==> src/rtl/riscv_pkg.sv <==
// Shared RISC-V core types: load/store funct3 encodings,
// data-memory controller states and the default ack timeout.
package riscv_pkg;

  localparam int DMEM_TIMEOUT = 16;

  typedef enum logic [2:0] {
    LB  = 3'b000,
    LH  = 3'b001,
    LW  = 3'b010,
    LBU = 3'b100,
    LHU = 3'b101
  } l_func;

  typedef enum logic [2:0] {
    SB = 3'b000,
    SH = 3'b001,
    SW = 3'b010
  } s_func;

  typedef enum logic [1:0] {
    IDLE   = 2'd0,
    ACCESS = 2'd1,
    DONE   = 2'd2
  } mem_state_e;

endpackage

==> src/rtl/mem_lane_align.sv <==
// Combinational lane logic: byte enables, store-data
// replication and the alignment/legality check.
module mem_lane_align
  import riscv_pkg::*;
(
  input  logic        we,
  input  logic [2:0]  funct3,
  input  logic [1:0]  addr_lo,
  input  logic [31:0] wdata,
  output logic [3:0]  be,
  output logic [31:0] wdata_rep,
  output logic        legal
);

  logic known;
  logic half;
  logic word;

  always_comb begin
    known     = 1'b0;
    half      = 1'b0;
    word      = 1'b0;
    be        = 4'b1111;
    wdata_rep = wdata;
    if (we) begin
      unique case (funct3)
        SB: begin
          known     = 1'b1;
          be        = 4'b0001 << addr_lo;
          wdata_rep = {4{wdata[7:0]}};
        end
        SH: begin
          known     = 1'b1;
          half      = 1'b1;
          be        = 4'b0011 << addr_lo;
          wdata_rep = {2{wdata[15:0]}};
        end
        SW: begin
          known = 1'b1;
          word  = 1'b1;
        end
        default: known = 1'b0;
      endcase
    end else begin
      unique case (funct3)
        LB, LBU: known = 1'b1;
        LH, LHU: begin
          known = 1'b1;
          half  = 1'b1;
        end
        LW: begin
          known = 1'b1;
          word  = 1'b1;
        end
        default: known = 1'b0;
      endcase
    end
    legal = known
          & ~(half & addr_lo[0])
          & ~(word & (|addr_lo));
  end

endmodule

==> src/rtl/data_mem_ctrl.sv <==
// Data-memory controller: one load/store at a time,
// ack timeout with sticky error, misalign trap pulse.
module data_mem_ctrl
  import riscv_pkg::*;
#(
  parameter int TIMEOUT = DMEM_TIMEOUT
) (
  input  logic        clk,
  input  logic        reset,
  input  logic        req_valid,
  input  logic        req_we,
  input  logic [2:0]  funct3,
  input  logic [31:0] addr,
  input  logic [31:0] wdata,
  output logic        stall,
  output logic        done,
  output logic [31:0] drdata,
  output logic [31:0] daddr,
  output logic        misalign,
  output logic        timeout_err,
  output logic        mem_req,
  output logic        mem_we,
  output logic [31:0] mem_addr,
  output logic [3:0]  mem_be,
  output logic [31:0] mem_wdata,
  input  logic [31:0] mem_rdata,
  input  logic        mem_ack
);

  localparam int CW = $clog2(TIMEOUT + 1);

  mem_state_e    state_q;
  mem_state_e    state_d;
  logic [CW-1:0] cnt_q;
  logic          we_q;
  logic [3:0]    be;
  logic [31:0]   wdata_rep;
  logic          legal;
  logic          idle;
  logic          acc;
  logic          req_ok;
  logic          req_bad;
  logic          last;

  mem_lane_align u_align (
    .we        (req_we),
    .funct3    (funct3),
    .addr_lo   (addr[1:0]),
    .wdata     (wdata),
    .be        (be),
    .wdata_rep (wdata_rep),
    .legal     (legal)
  );

  assign idle    = (state_q == IDLE);
  assign acc     = (state_q == ACCESS);
  assign req_ok  = idle & req_valid & legal;
  assign req_bad = idle & req_valid & ~legal;
  assign last    = (cnt_q == CW'(TIMEOUT - 1));

  always_ff @(posedge clk or negedge reset) begin
    if (!reset) state_q <= IDLE;
    else        state_q <= state_d;
  end

  always_comb begin
    state_d = state_q;
    mem_req = 1'b0;
    mem_we  = 1'b0;
    done    = misalign;
    // reset gate keeps stall low while the core drives req_valid in reset
    stall   = reset & (req_ok | acc);
    unique case (state_q)
      IDLE: begin
        if (req_ok) state_d = ACCESS;
      end
      ACCESS: begin
        mem_req = 1'b1;
        mem_we  = we_q;
        if (mem_ack || last) state_d = DONE;
      end
      DONE: begin
        done    = 1'b1;
        state_d = IDLE;
      end
      default: state_d = IDLE;
    endcase
  end

  always_ff @(posedge clk or negedge reset) begin
    if (!reset) begin
      cnt_q       <= '0;
      we_q        <= 1'b0;
      mem_addr    <= '0;
      mem_be      <= '0;
      mem_wdata   <= '0;
      daddr       <= '0;
      drdata      <= '0;
      misalign    <= 1'b0;
      timeout_err <= 1'b0;
    end else begin
      misalign <= req_bad;
      if (req_ok) begin
        cnt_q     <= '0;
        we_q      <= req_we;
        mem_addr  <= {addr[31:2], 2'b00};
        mem_be    <= be;
        mem_wdata <= wdata_rep;
        daddr     <= addr;
      end else if (acc) begin
        cnt_q <= cnt_q + 1'b1;
        // ack wins over a timeout landing in the same cycle
        if (mem_ack) begin
          if (!we_q) drdata <= mem_rdata;
        end else if (last) begin
          timeout_err <= 1'b1;
          drdata      <= '0;
        end
      end
    end
  end

endmodule

==> config.mk <==
export PLATFORM = sky130hd
export DESIGN_NAME = data_mem_ctrl
export DESIGN_NICKNAME = d
export VERILOG_FILES = /design/src/rtl/riscv_pkg.sv /design/src/rtl/mem_lane_align.sv /design/src/rtl/data_mem_ctrl.sv
export SDC_FILE = /design/constraint.sdc
export NUM_CORES = 1
export LEC_CHECK = 0
export CAP_MARGIN = 20
export CELL_PAD_IN_SITES_DETAIL_PLACEMENT = 1
export CELL_PAD_IN_SITES_GLOBAL_PLACEMENT = 1
export CORE_ASPECT_RATIO = 2
export CORE_MARGIN = 5
export CORE_UTILIZATION = 34
export CTS_CLUSTER_SIZE = 12
export DETAILED_ROUTE_END_ITERATION = 10
export PLACE_DENSITY = 0.94
export SLEW_MARGIN = 20
export SYNTH_ARGS = -nofsm -noshare
export SYNTH_HDL_FRONTEND = slang
export SYNTH_SLANG_ARGS = --single-unit
export TNS_END_PERCENT = 1
==> constraint.sdc <==
create_clock -name clk -period 4.18 [get_ports clk]
set_input_delay 0.836 -clock clk [delete_from_list [all_inputs] [get_ports clk]]
set_output_delay 0.836 -clock clk [all_outputs]
set_load 0.005 [all_outputs]
==> impl_results.md <==
* Maximum clock frequency at 254 MHz
* Hold crit path type: primary input to asynchronous set/reset pin
* Max-slew headroom at 37.3%
* # setup viols final at 0
* Routed Wire Length at 16.8 mm
* Synth top area share at 52.6%
* Hold Vio Cnt, Final at 0
* Initial Util at 34.4%
* Dominant synthesized flop cell: dfrtp_1
* Post-Synthesis Cells at 416
* First-pass GRT wire length at 26.3 mm
* Largest net degree at the start of global routing at 80
* Pwr dens at 548 nW/µm²
* Layout Cells excl Fill at 822
* Netlist Area Pre-Place at 5230 µm²
* Routed met1 length at 5.65 mm
* Worst-skew pair later-pin latency at 0.35 ns
* Die area at 18100 µm²
* Critical Path RT at 3.34 ns
* # IOs at 242
* Gr ovfl total at 0
* Root Buffer: clkbuf_16
* Hpwl dp at 13.4 mm
* DRC at 0
* Outcome: finished, final reports clean
* Seq/Total Area, Yosys at 52.6%
* Leak pwr at 3.47 nW
* Pins over their slew limit at 0
* Crit Path Max Fanout at 14
* DR vias/cell at 4.79
* Area contributors post-synth: dfrtp_1, mux2_2, mux2i_1
* Met3 wire length at 769 µm
* Worst-path clk slew at 0.07 ns
* Core area at 15200 µm²
* GRT Total Usage at 18.6%
* Routability Congestion at 0.844
* Post-synth top area cell: dfrtp_1
* Clock tree buffer depth at 2
* Initial DRC Count at 75
* Post-cts sizing count at 0
* CTS tree: built
* Total number of vias at 3941
* Pwr Total at 4.29 mW
* TritonCTS Sinks at 110
* Crit start category: primary input
* Fin util at 51.5%
* Asr flop ratio synth at 100%
* Routed len/inst at 20.5 µm
* Vias in the first global route at 4599
* Fin crit period at 3.93 ns
* # diodes at 0
* Syn. warnings at 0
* Max-Cap Viols at 0
* Synth Register Bits at 110
* Hold_buf cts at 0
* DRT antenna net count at 0
* CTS buffer count at 9
* DR top layer: met4
* Final period utilization at 94.0%
* Worst slew pin tran at 0.941 ns
* Number of post-CTS setup repair buffers at 0
* CP Capture Type: output pin
* Peak supply drop at 0.281 mV
* Rows at 64
* R2R Path Start: cnt_q[0]
* Synthesized area per cell at 12.6 µm²
* First-pass DRT Iterations at 4
* Initial antenna violation count at 0
* Fraction of layout cells with a size suffix above 1 at 18.4%
* Dpl cells at 806
* Die Width at 97.7 µm
* PortBufs at 239
* Routed wl met2 at 9.75 mm
* Die Ht at 185 µm
* Area after DPL at 7530 µm²
* Final #Nets at 725
* Post-synth EDFFs at 0
* Total negative setup slack at 0 ns
* CP arrival at 3.09 ns
* H-tree Lvls at 3
* Unrepaired setup endpoints after global routing: no
* R2R setup slack at 1.72 ns
* Setup CP Type: primary input to output pin
* Layout area overhead at 49.8%
* Final instance area at 7840 µm²
* Post-synth cell types at 46
* Worst reg2reg path endpoint: drdata[22]
* Clock skew at 0.00888 ns
* R2R cell count at 6
where the power goes:
| group | leakage, nW | switching, mW | internal, mW |
|---|---|---|---|
| combinational | 2.00 | 0.567 | 1.16 |
| sequential | 1.33 | 0.257 | 1.44 |
| clock | 0.138 | 0.402 | 0.466 |
layout make-up:
type	instances	area [µm²]
tap	198	248
inverter	36	135
timing repair buffer	246	2460
sequential	110	2750
clock buffer	9	225
fill	1596	7380
clock inverter	7	75.1
multi-input combinational	216	1940
worst max-delay path, stage by stage:
cell and delay, ns:
clkdlybuf4s50_1 0.65, or4_4 0.57, a21o_4 0.22, a21boi_0 0.25
clkdlybuf4s50_1 0.56
registers in the layout, indices dropped and copies added, names as in the netlist:
name	count
cnt_q	5
daddr	32
drdata	32
mem_be	4
mem_wdata	32
misalign	1
state_q	2
timeout_err	1
we_q	1
routing by layer:
layer | global-route usage, % | vias to the layer above
met1 | 18.4 | 1976
met2 | 36.2 | 144
li1 | - | 1782
met5 | 0 | -
met3 | 3.84 | 39
met4 | 8.76 | 0
layout by cell type, fill, tap and decap left out, types with 6 or more instances in the layout:
cell and count:
mux2_2 54, nand2_1 37, nand3b_1 7, mux2i_1 32
a221o_2 9, dfrtp_1 110, nand2b_1 7, mux2_4 20
buf_4 6, clkbuf_16 9, clkdlybuf4s50_1 238, inv_1 36
worst max path at each step:
stage	cells after the start	endpoint	from	slack [ns]
after floorplan	5	stall	funct3[0]	1.33
after global placement	5	stall	funct3[0]	0.37
after detailed placement	5	stall	funct3[0]	0.34
after CTS	5	stall	funct3[0]	0.30
after global routing	5	stall	funct3[0]	0.17
final	5	stall	funct3[0]	0.25
Yosys cell counts, types with 2 or more instances:
| master | count |
|---|---|
| dfrtp_1 | 110 |
| mux2_2 | 54 |
| nand2_1 | 37 |
| inv_1 | 36 |
| buf_4 | 33 |
| mux2i_1 | 32 |
| mux2_4 | 20 |
| clkbuf_1 | 10 |
| a221o_2 | 9 |
| nand2b_1 | 7 |
| nand3b_1 | 7 |
| a211oi_1 | 5 |
| buf_2 | 5 |
| buf_8 | 4 |
| nor2_1 | 4 |
| o21ai_0 | 4 |
| buf_6 | 3 |
| nor3b_1 | 3 |
| a221o_1 | 2 |
| a221oi_1 | 2 |
| a31oi_1 | 2 |
| ha_1 | 2 |
| nand3_1 | 2 |
per-stage QoR:
stage	worst slack (ns)	hold slack [ns]
floorplan	1.33	0.466
global placement	0.369	0.470
detailed placement	0.335	0.458
CTS	0.298	0.417
global route	0.166	0.444
finish	0.249	0.429
logic make-up (layout without fill, tap and decap cells):
family	Yosys count	in the layout	synth area share, %
AO/OA/AOI/OAI	35	35	5.96
other	1	2	0.0717
AND/OR/NAND/NOR	69	69	6.75
buffers and inverters	91	298	10.3
adder cells (fa/ha/maj)	2	2	0.478
multiplexers	106	106	23.5
flip-flops	110	110	52.6
XOR/XNOR	2	2	0.335
Power figures use the tool's default switching activity.
